==> config.mk <==
export PLATFORM = sky130hd
export DESIGN_NAME = ultrasonic_burst_transmitter
export DESIGN_NICKNAME = d
export VERILOG_FILES = /design/src/rtl/ultrasonic_burst_transmitter.sv
export SDC_FILE = /design/constraint.sdc
export NUM_CORES = 1
export LEC_CHECK = 0
export CORE_UTILIZATION = 32
export DETAILED_ROUTE_END_ITERATION = 8
export HOLD_SLACK_MARGIN = 0.02
export PLACE_DENSITY = 0.53
export SLEW_MARGIN = 40
export SYNTH_ARGS = -nofsm -noshare
export SYNTH_HDL_FRONTEND = slang
export SYNTH_SLANG_ARGS = --single-unit
==> constraint.sdc <==
create_clock -name sys_clk_i -period 3.3 [get_ports sys_clk_i]
set_clock_uncertainty 0.05 [all_clocks]
set_input_delay 0.33 -clock sys_clk_i [delete_from_list [all_inputs] [get_ports sys_clk_i]]
set_output_delay 0.33 -clock sys_clk_i [all_outputs]
set_load 0.01 [all_outputs]
==> src/rtl/ultrasonic_burst_transmitter.sv <==
// Ultrasonic burst transmitter: complementary H-bridge drive with dead time,
// single-shot or free-running bursts at a fixed minimum start-to-start period.
module ultrasonic_burst_transmitter #(
   parameter int HALF_PERIOD  = 625,
   parameter int DEAD_TIME    = 12,
   parameter int BURST_CYCLES = 8,
   parameter int REPEAT_CLKS  = 1000000,
   parameter int CNT_W        = 24
) (
   input  logic        sys_clk_i,
   input  logic        rst_n_i,
   input  logic        on_i,
   input  logic        trigger_i,
   input  logic        auto_i,
   output logic        tx_p_o,
   output logic        tx_n_o,
   output logic        burst_sent_o,
   output logic        busy_o,
   output logic [15:0] burst_count_o
);

   localparam int HALVES = 2 * BURST_CYCLES;
   localparam int HW     = (HALF_PERIOD > 1) ? $clog2(HALF_PERIOD) : 1;
   localparam int NW     = (HALVES > 1) ? $clog2(HALVES) : 1;

   localparam logic [HW-1:0]    H_LAST = HW'(HALF_PERIOD - 1);
   localparam logic [HW-1:0]    DEAD_V = HW'(DEAD_TIME);
   localparam logic [NW-1:0]    N_LAST = NW'(HALVES - 1);
   localparam logic [CNT_W-1:0] P_LAST = CNT_W'(REPEAT_CLKS - 1);

   typedef enum logic [1:0] {
      IDLE,
      DRIVE,
      HOLDOFF
   } state_t;

   state_t           state_q, state_d;
   logic [HW-1:0]    h_q, h_d;
   logic [NW-1:0]    half_q, half_d;
   logic [CNT_W-1:0] pcnt_q, pcnt_d;
   logic [15:0]      count_q, count_d;
   logic             tx_p_q, tx_p_d;
   logic             tx_n_q, tx_n_d;
   logic             sent_q, sent_d;
   logic             busy_q, busy_d;

   logic             launch;
   logic [CNT_W-1:0] pcnt_inc;

   assign launch   = on_i & (trigger_i | auto_i);
   assign pcnt_inc = (pcnt_q >= P_LAST) ? pcnt_q : pcnt_q + 1'b1;

   always_ff @(posedge sys_clk_i or negedge rst_n_i) begin
      if (!rst_n_i) begin
         state_q <= IDLE;
         h_q     <= '0;
         half_q  <= '0;
         pcnt_q  <= '0;
         count_q <= '0;
         tx_p_q  <= 1'b0;
         tx_n_q  <= 1'b0;
         sent_q  <= 1'b0;
         busy_q  <= 1'b0;
      end else begin
         state_q <= state_d;
         h_q     <= h_d;
         half_q  <= half_d;
         pcnt_q  <= pcnt_d;
         count_q <= count_d;
         tx_p_q  <= tx_p_d;
         tx_n_q  <= tx_n_d;
         sent_q  <= sent_d;
         busy_q  <= busy_d;
      end
   end

   // The last HOLDOFF cycle doubles as the IDLE sampling point, which keeps
   // held-AUTO burst starts exactly REPEAT_CLKS apart.
   always_comb begin
      state_d = state_q;
      h_d     = h_q;
      half_d  = half_q;
      pcnt_d  = pcnt_q;
      count_d = count_q;
      sent_d  = 1'b0;

      if (!on_i) begin
         state_d = IDLE;
         h_d     = '0;
         half_d  = '0;
         pcnt_d  = '0;
      end else begin
         case (state_q)
            IDLE: begin
               if (launch) begin
                  state_d = DRIVE;
                  h_d     = '0;
                  half_d  = '0;
                  pcnt_d  = '0;
                  sent_d  = 1'b1;
                  count_d = count_q + 16'd1;
               end
            end
            DRIVE: begin
               pcnt_d = pcnt_inc;
               if (h_q == H_LAST) begin
                  h_d = '0;
                  if (half_q == N_LAST) begin
                     state_d = HOLDOFF;
                     half_d  = '0;
                  end else begin
                     half_d = half_q + 1'b1;
                  end
               end else begin
                  h_d = h_q + 1'b1;
               end
            end
            HOLDOFF: begin
               pcnt_d = pcnt_inc;
               if (pcnt_q >= P_LAST) begin
                  if (launch) begin
                     state_d = DRIVE;
                     h_d     = '0;
                     half_d  = '0;
                     pcnt_d  = '0;
                     sent_d  = 1'b1;
                     count_d = count_q + 16'd1;
                  end else begin
                     state_d = IDLE;
                     h_d     = '0;
                     half_d  = '0;
                     pcnt_d  = '0;
                  end
               end
            end
            default: begin
               state_d = IDLE;
               h_d     = '0;
               half_d  = '0;
               pcnt_d  = '0;
            end
         endcase
      end

      busy_d = (state_d != IDLE);
      tx_p_d = (state_d == DRIVE) && !half_d[0] && (h_d >= DEAD_V);
      tx_n_d = (state_d == DRIVE) &&  half_d[0] && (h_d >= DEAD_V);
   end

   assign tx_p_o        = tx_p_q;
   assign tx_n_o        = tx_n_q;
   assign burst_sent_o  = sent_q;
   assign busy_o        = busy_q;
   assign burst_count_o = count_q;

endmodule

== Word level (Yosys, flattened, before mapping) ==
Cells that the tools add are included.

* Input port bits: 5
* Output and inout port bits: 20
* Flip-flop bits (word level): 60

* Add/subtract/negate cells: 4
* Reduce and logical (&&, ||, !) cells: 10
* Bitwise gates (word level): 2
* Equal/unequal tests: 9
* Multiplexer cells: 30
* $lt $le $gt $ge: 2

{| class="wikitable"
|+ Operators with widths
! cell !! count
|-
| 24-bit 2-to-1 mux || 4
|-
| 24-bit case mux with 3 select lines || 1
|-
| 10-bit 2-to-1 mux || 4
|-
| 16-bit 2-to-1 mux || 2
|-
| 16-bit case mux with 2 select lines || 1
|-
| 10-bit case mux with 3 select lines || 1
|-
| 24-bit by 1-bit adder with 24-bit output, second input constant || 1
|-
| 24-bit by 20-bit greater-or-equal comparator with 1-bit output, second input constant || 1
|-
| 4-bit 2-to-1 mux || 5
|-
| 16-bit by 1-bit adder with 16-bit output, second input constant || 1
|-
| 4-bit case mux with 3 select lines || 1
|-
| 10-bit by 1-bit adder with 10-bit output, second input constant || 1
|-
| 10-bit == test, second input constant || 1
|-
| 10-bit by 4-bit greater-or-equal comparator with 1-bit output, second input constant || 1
|-
| 2-bit 2-to-1 mux || 5
|-
| 3-bit inequality test, second input constant || 3
|-
| 2-bit case mux with 3 select lines || 1
|-
| 3-bit AND reduction || 2
|-
| 4-bit by 1-bit adder with 4-bit output, second input constant || 1
|-
| 2-bit by 1-bit == test with 1-bit output, second input constant || 2
|-
| 4-bit == test, second input constant || 1
|-
| 1-bit logical AND || 4
|-
| 1-bit 2-to-1 mux || 4
|-
| 2-bit nonzero test || 2
|-
| other kinds (7) || 7
|}

== Depth between registers and ports, before layout ==
Gate-level depths: netlist (run 1).

* Depth in word-level cells: 9
* Mapped depth: 11
* Gate-level depth less buffers: 9

== Least setup slack after synthesis (run 1) ==
Ideal clock, no wire load.

* Path type: register to register
* From: register pcnt_q[12]
* To: register count_q[15], in the netlist burst_count_o[15]
* Path slack: 829 ps
* Buffers on the path: 1
* Library setup time: 124 ps
* Stages on the path, launching flop included: 9
* Data arrival time: 2297 ps
* Cells stage by stage: dfrtp_1 nor4_2 or4b_4 o2111ai_2 o211a_1 buf_6 and4_4 nand4_2 xnor2_1

* Cells in the longest elaborated chain, start to end: 3

{| class="wikitable"
|+ Ends and longest elaborated chain
! item !! line !! text
|-
| from (decl) || 40 || <nowiki>logic [CNT_W-1:0] pcnt_q, pcnt_d;</nowiki>
|-
| from (signal assigned) || 68 || <nowiki>pcnt_q <= pcnt_d;</nowiki>
|-
| 24-bit by 20-bit greater-or-equal comparator with 1-bit output || 120 || <nowiki>if (pcnt_q >= P_LAST) begin</nowiki>
|-
| 2-bit inequality test (no source line) || -- ||
|-
| 3-bit AND reduction (no source line) || -- ||
|-
| to (signal assigned) || 69 || <nowiki>count_q <= count_d;</nowiki>
|-
| to (decl) || 41 || <nowiki>logic [15:0] count_q, count_d;</nowiki>
|}

No other way between the ends.
A chain may end at the register's enable or synchronous reset.

== Final worst setup path (run 1) ==
* From: register pcnt_q[12]
* To: register tx_n_q, in the netlist tx_n_o

{| class="wikitable"
|+ RTL lines
! item !! line !! text
|-
| 24-bit by 20-bit greater-or-equal comparator with 1-bit output || 120 ||
|-
| 10-bit 2-to-1 mux || 120 ||
|-
| 10-bit case mux with 3 select lines || 93 || <nowiki>case (state_q)</nowiki>
|-
| 10-bit 2-to-1 mux || 87 || <nowiki>if (!on_i) begin</nowiki>
|-
| via h_d[4] || 38 || <nowiki>logic [HW-1:0] h_q, h_d;</nowiki>
|-
| 10-bit by 4-bit greater-or-equal comparator with 1-bit output || 147 || <nowiki>tx_n_d = (state_d == DRIVE) && half_d[0] && (h_d >= DEAD_V);</nowiki>
|-
| 1-bit logical AND || 147 ||
|-
| via tx_n_d || 43 || <nowiki>logic tx_n_q, tx_n_d;</nowiki>
|-
| to (signal assigned) || 71 || <nowiki>tx_n_q <= tx_n_d;</nowiki>
|-
| to (decl) || 43 ||
|}

The timed path passes the listed nets, and every way through them passes these cells. The select of a mux whose other input is x is not followed.

==> flow_metrics.py, run 1 <==
metrics = {
    "status": {
        "status": "complete, no violations",
    },
    "synth": {
        "syn_inst": 366,
        "synth_fp_nets": 381,
        "synthFlopType": "dfrtp_1",
        "synth_warnings": 0,
        "seq_area_frac_synth_pct": 43.99,
        "synth-seq-cells": 60,
        "ys_async_sr_fraction_pct": 100.0,
        "synth_edf_count": 0,
        "synthDistinctLibCells": 64,
        "netlist_area_um2": 3413,
        "avgSynthCellArea_um2": 9.326,
    },
    "drt": {
        "initialDrtViolationCount": 209,
        "num_vias": 2874,
        "drc_errors": 0,
        "wl_mm": 7.924,
        "viasPerCell": 5.352,
        "dr.pass1.iters": 5,
        "wl_per_cell_um": 14.76,
        "ant_nets": 0,
    },
    "die": {
        "start_util_pct": 33.06,
        "ioPinCount": 25,
        "die_y_um": 105.3,
        "num_rows": 37,
        "die_x_um": 105.3,
        "die-area_um2": 11080,
        "core-area_um2": 10320,
    },
    "final_layout": {
        "postLayoutCellArea_um2": 4014,
        "area_growth_pct": 17.60,
        "nNetsFinal": 411,
        "antennaDiodeCount": 0,
        "drive_above_1_share_pct": 11.22,
    },
    "critical_path": {
        "setup.worst_path.start": "pcnt_q[12]",
        "reg2regPathDepth": 7,
        "r2r-start": "pcnt_q[12]",
        "reg2reg_setup_slack_ns": 0.43,
        "critPathCapture": "tx_n_o",
        "worstPathMaxFanout": 8,
        "cp.required_ns": 3.45,
        "critical_path_class": "register to register",
        "crit_arrival_ns": 3.02,
        "r2r-end": "tx_n_o",
        "cp-start-kind": "register",
        "end_kind": "register",
    },
    "grt": {
        "grt_pass1_wl_mm": 14.30,
        "track_usage_pct": 15.99,
        "antenna_found_initial": 0,
        "grt-ovfl-total": 0,
        "grt_max_degree": 38,
        "grt_pass1_vias": 2867,
    },
    "placed_design": {
        "place_area_um2": 3834,
        "dp_hpwl_mm": 5.603,
        "port_buffers": 24,
        "dp_worst_setup_slack_ns": 0.4317,
        "place_congestion": 0.8409,
    },
    "cts": {
        "numCtsBuffers": 9,
        "clock_latency_ns": 0.33,
        "h-tree-depth": 3,
        "root_buffer": "clkbuf_8",
        "clk_pin_slew_ns": 0.07,
        "ctsHoldBuffers": 1,
        "post_cts_buffers": 0,
        "cts_tree": "yes",
        "clkSinkCount": 60,
        "clockBufferDepth": 2,
        "cts_resized": 0,
    },
    "power_and_ir_drop": {
        "peakVddDrop_v": 0.0002110,
        "p_total_mw": 1.683,
        "leakage_nw": 1.712,
        "p_per_area_nw_per_um2": 419.2,
    },
    "min_path": {
        "hold_class": "register to register",
    },
    "sta": {
        "fmax_ghz": 0.3481,
        "period_share_pct": 87.06,
        "fin_ws_ns": 0.4270,
        "finalSetupViolCount": 0,
        "worst_hold_slack_ns": 0.4219,
        "slew_violations": 0,
        "rsz0062_at_grt": "no",
        "relSlewSlack_pct": 60.89,
        "setup_tns_ns": 0,
        "min_period_ns": 2.873,
        "hold_viol_final": 0,
        "worstMarginPinSlew_ns": 0.5867,
    },
    "job": {
        "maxCapViolCount": 0,
    },
}
## Yosys cell counts (2+ instances only)
| cell | n | area (um2) |
|---|---|---|
| dfrtp_1 | 60 | 1501 |
| nand2_1 | 42 | 157.7 |
| o21ai_0 | 36 | 180.2 |
| nor2_1 | 24 | 90.09 |
| a21oi_1 | 18 | 90.09 |
| nand3_1 | 16 | 80.08 |
| and3_1 | 14 | 87.58 |
| clkbuf_1 | 11 | 41.29 |
| xnor2_1 | 11 | 96.34 |
| ha_1 | 10 | 125.1 |
| and2_1 | 9 | 56.30 |
| inv_1 | 9 | 33.78 |
| a31oi_1 | 8 | 50.05 |
| nand4_1 | 8 | 50.05 |
| o31ai_1 | 8 | 60.06 |
| xor2_1 | 7 | 61.31 |
| nand2b_1 | 6 | 37.54 |
| a31o_2 | 3 | 26.28 |
| a41oi_1 | 3 | 26.28 |
| buf_2 | 3 | 15.01 |
| nor2b_1 | 3 | 18.77 |
| nor3_1 | 3 | 15.01 |
| o211ai_1 | 3 | 22.52 |
| a2111oi_0 | 2 | 17.52 |
| and4_1 | 2 | 17.52 |
| buf_4 | 2 | 15.01 |
| mux2_2 | 2 | 22.52 |
| nand4b_1 | 2 | 17.52 |
| nor3b_1 | 2 | 15.01 |
| nor4_1 | 2 | 12.51 |
| nor4_2 | 2 | 25.02 |
| o211a_1 | 2 | 20.02 |
| o21a_1 | 2 | 15.01 |
## power by group
part	internal, mW	total (mW)	switching [mW]
Clock	0.291	0.586	0.295
Combinational	0.136	0.264	0.128
Sequential	0.779	0.832	0.0536
## cell type report
type	count	area, um2
multi-input combinational	279	1790
sequential	60	1501
fill	1032	6310
clock inverter	4	25.02
clock buffer	12	145.1
tap	136	170.2
inverter	9	33.78
timing repair buffer	37	347.8
## cells by family after synthesis
family / after synthesis / synth area share (%)
adders and majority gates: 10 / 3.666
buffers and inverters: 27 / 3.555
AOI/OAI and AO/OA: 104 / 20.71
and+or+nand+nor: 144 / 22.51
muxes: 3 / 0.9530
DFF: 60 / 43.99
xor gates and xnor gates: 18 / 4.619
## flip-flops by register name (all words and copies together), names as in the netlist
signal	flops
pcnt_q	24
burst_sent_o	1
h_q	10
tx_n_o	1
tx_p_o	1
busy_o	1
half_q	4
state_q	2
burst_count_o	16
## worst max-delay path, stage by stage (launching register included)
cell and delay, ns:
dfrtp_1 0.43, nor4_2 0.32, or4b_4 0.52, o2111ai_2 0.39
and2_1 0.43, a311oi_4 0.16, nor4_2 0.35, nor4bb_1 0.09
## per-stage QoR
stage / utilization (%) / cells
5_1_grt: 38.88 / 537
3_3_place_gp: 37.13 / 520
3_5_place_dp: 37.13 / 520
4_1_cts: 38.88 / 537
2_1_floorplan: - / 366
6_report: 38.88 / 537
## layout by cell type, fill, tap and decap left out, types with 3 or more instances in the layout
cell | synthesis | layout
dfrtp_1 | 60 | 60
nand2_1 | 42 | 42
o21ai_0 | 36 | 36
nor2_1 | 24 | 24
clkdlybuf4s50_1 | 0 | 23
a21oi_1 | 18 | 18
nand3_1 | 16 | 16
and3_1 | 14 | 14
xnor2_1 | 11 | 11
buf_4 | 2 | 11
ha_1 | 10 | 10
clkbuf_8 | 0 | 10
inv_1 | 9 | 9
and2_1 | 9 | 9
a31oi_1 | 8 | 8
o31ai_1 | 8 | 8
nand4_1 | 8 | 8
xor2_1 | 7 | 7
nand2b_1 | 6 | 6
nor3_1 | 3 | 3
a31o_2 | 3 | 3
nor2b_1 | 3 | 3
a41oi_1 | 3 | 3
o211ai_1 | 3 | 3
## worst min path at each step
stage                            startpoint                 to  slack [ns]  cells past startpoint
after global placement              rst_n_i         pcnt_q[15]        0.32                      1
after detailed placement            rst_n_i         pcnt_q[17]        0.32                      1
after global routing      burst_count_o[15]  burst_count_o[15]        0.44                      1
after floorplan                     rst_n_i   burst_count_o[0]       -0.02                      0
final                     burst_count_o[15]  burst_count_o[15]        0.42                      1
after CTS                 burst_count_o[15]  burst_count_o[15]        0.42                      1
## layer usage
layer | global-route usage, % | share of wire, % | vias up
li1 | - | - | 1407
met1 | 23.66 | 52 | 1404
met2 | 23.54 | 43 | 59
met3 | 2.968 | 3.8 | 4
met4 | 4.728 | 0.52 | 0
met5 | 0 | 0 | -
Power figures use the tool's default switching activity.
==> run 2, diff against run 1 <==
--- a/config.mk
+++ b/config.mk
@@ -5,6 +5,7 @@
 export SDC_FILE = /design/constraint.sdc
 export NUM_CORES = 1
 export LEC_CHECK = 0
+export ABC_CLOCK_PERIOD_IN_PS = 3300
 export CORE_UTILIZATION = 32
 export DETAILED_ROUTE_END_ITERATION = 8
 export HOLD_SLACK_MARGIN = 0.02
==> results of run 2 <==
Final layout, timing and power as in run 1 (identical DEF).
==> run 3, diff against run 2 <==
--- a/config.mk
+++ b/config.mk
@@ -6,7 +6,9 @@
 export NUM_CORES = 1
 export LEC_CHECK = 0
 export ABC_CLOCK_PERIOD_IN_PS = 3300
+export CORE_ASPECT_RATIO = 0.7
 export CORE_UTILIZATION = 32
+export CTS_BUF_LIST = sky130_fd_sc_hd__clkbuf_8
 export DETAILED_ROUTE_END_ITERATION = 8
 export HOLD_SLACK_MARGIN = 0.02
 export PLACE_DENSITY = 0.53
==> flow_metrics.py, run 3 (synthesis gave the netlist of run 1 again) <==
metrics = {
    "cts": {
        "post_cts_buffers": 0,
        "clkSinkCount": 60,
        "clock_latency_ns": 0.34,
        "clk_pin_slew_ns": 0.08,
        "clockBufferDepth": 2,
        "numCtsBuffers": 9,
        "h-tree-depth": 3,
        "cts_tree": "yes",
        "cts_resized": 0,
        "ctsHoldBuffers": 1,
        "root_buffer": "clkbuf_8",
    },
    "placed_design": {
        "dp_hpwl_mm": 5.589,
        "place_congestion": 0.8035,
        "dp.cells": 511,
        "port_buffers": 24,
    },
    "die": {
        "die-area_um2": 11090,
        "die_y_um": 88.41,
        "start_util_pct": 32.96,
        "ioPinCount": 25,
        "core-area_um2": 10360,
        "num_rows": 31,
        "die_x_um": 125.4,
    },
    "drt": {
        "ant_nets": 0,
        "viasPerCell": 5.430,
        "wl_per_cell_um": 14.91,
        "wl_mm": 7.872,
        "initialDrtViolationCount": 190,
        "num_vias": 2867,
        "dr.pass1.iters": 6,
        "drc_errors": 4,
    },
    "grt": {
        "antenna_found_initial": 0,
        "grt_max_degree": 37,
        "grt_pass1_vias": 2528,
        "track_usage_pct": 14.91,
        "grt_pass1_wl_mm": 12.98,
        "grt-ovfl-total": 0,
    },
    "job": {
        "maxCapViolCount": 0,
    },
    "final_layout": {
        "area_growth_pct": 17.23,
        "largest_reg_flops": 24,
        "antennaDiodeCount": 0,
        "largest-register": "pcnt_q",
        "final_cells": 528,
        "nNetsFinal": 406,
        "mostFrequentLayoutCell": "dfrtp_1",
        "drive_above_1_share_pct": 10.61,
        "postLayoutCoreUtil_pct": 38.64,
        "mostFrequentLayoutCells": "dfrtp_1 (60), nand2_1 (42), o21ai_0 (36)",
        "fillers": 1019,
    },
    "critical_path": {
        "critical_path_class": "register to register",
        "r2r-start": "pcnt_q[12]",
        "reg2regPathDepth": 7,
        "cp-start-kind": "register",
        "worstPathMaxFanout": 8,
        "cp_top_family": "simple AND/OR/NAND/NOR gates",
        "r2r-end": "tx_n_o",
        "cp_slowest_cell": "or4b_4",
        "max_stage_delay_ns": 0.51,
        "worst-path-buf-inv": 0,
        "end_kind": "register",
        "crit_arrival_ns": 3.06,
        "reg2reg_setup_slack_ns": 0.41,
        "cp_cell_sequence": "nor4_2 > or4b_4 > o2111ai_2 > and2_1 > a2111oi_0 > nor4_2 > nor4bb_1",
        "cp.required_ns": 3.46,
        "cpMostUsedCell": "nor4_2",
    },
    "power_and_ir_drop": {
        "netSwitchingPower_mw": 0.5046,
        "p_per_area_nw_per_um2": 442.0,
        "intPower_mw": 1.264,
        "pwr-share-comb_pct": 14.8,
        "sw_frac_of_total_pct": 28.54,
        "leakage_nw": 1.699,
        "peakVddDrop_v": 0.0001770,
        "p_clk_share_pct": 38.0,
        "seqPwrFrac_pct": 47.2,
    },
    "min_path": {
        "whs_path_depth": 1,
        "holdPathEnd": "burst_count_o[15]",
        "hold_class": "register to register",
        "min_from": "burst_count_o[15]",
    },
    "status": {
        "status": "finished, violations left",
        "violations": "DRC",
    },
    "sta": {
        "setup_tns_ns": 0,
        "slew_violations": 0,
        "hold_viol_final": 0,
        "worstMarginPinSlew_ns": 0.6202,
        "min_period_ns": 2.894,
        "rsz0062_at_grt": "no",
        "period_share_pct": 87.69,
        "finalSetupViolCount": 0,
        "fmax_ghz": 0.3456,
        "relSlewSlack_pct": 58.34,
    },
}
## run 3: cell types whose count changed in the layout (fill, tap and decap cells not counted), sizes merged
cell | before | now
clkbuf | 12 | 9
bufinv | 0 | 1
clkinv | 2 | 3
inv | 9 | 10
buf | 13 | 8
## run 3: power by group through the flow
| stage | sequential, mW | combinational, mW | clock (mW) |
|---|---|---|---|
| global placement | 0.847 | 0.260 | 0 |
| detailed placement | 0.848 | 0.263 | 0 |
| global route | 0.841 | 0.288 | 0.732 |
| floorplan | 0.855 | 0.113 | 0 |
| finish | 0.834 | 0.261 | 0.673 |
| CTS | 0.835 | 0.265 | 0.698 |
## run 3: cell type report
class | instances | area, um2 | area share, %
Clock buffer | 9 | 123.9 | 3.096
Inverter | 9 | 33.78 | 0.8443
Multi-Input combinational cell | 279 | 1790 | 44.75
Sequential cell | 60 | 1501 | 37.52
Tap cell | 132 | 165.2 | 4.128
Timing Repair Buffer | 32 | 310.3 | 7.755
Clock inverter | 7 | 76.32 | 1.907
## run 3: metal layers
| metal | vias to the layer above | global-route usage, % | share of wire (%) |
|---|---|---|---|
| met3 | 9 | 4.111 | 5.2 |
| li1 | 1389 | - | - |
| met1 | 1395 | 22.72 | 55 |
| met4 | 0 | 4.545 | 1.1 |
| met2 | 74 | 19.95 | 39 |
| met5 | - | 0 | 0 |
## run 3: worst max-delay path by stage
stage | slack (ns) | cells after the start | end | startpoint
after floorplan | 0.83 | 8 | burst_count_o[15] | pcnt_q[12]
after global placement | 0.47 | 7 | tx_n_o | pcnt_q[12]
after detailed placement | 0.41 | 7 | tx_n_o | pcnt_q[12]
after CTS | 0.39 | 7 | tx_n_o | pcnt_q[12]
after global routing | 0.19 | 7 | tx_n_o | pcnt_q[12]
final | 0.41 | 7 | tx_n_o | pcnt_q[12]
## run 3: per-stage QoR
| step | total power [mW] | hold WS [ns] | worst slack (ns) | area [um2] |
|---|---|---|---|---|
| final | 1.768 | 0.4199 | 0.4063 | 4001 |
| after global routing | 1.861 | 0.4515 | 0.1941 | 4001 |
| after CTS | 1.798 | 0.4266 | 0.3873 | 4001 |
| after detailed placement | 1.111 | 0.3305 | 0.4051 | 3791 |
| after global placement | 1.107 | 0.3307 | 0.4743 | 3791 |
| after floorplan | 0.9683 | -0.01559 | 0.8289 | 3413 |
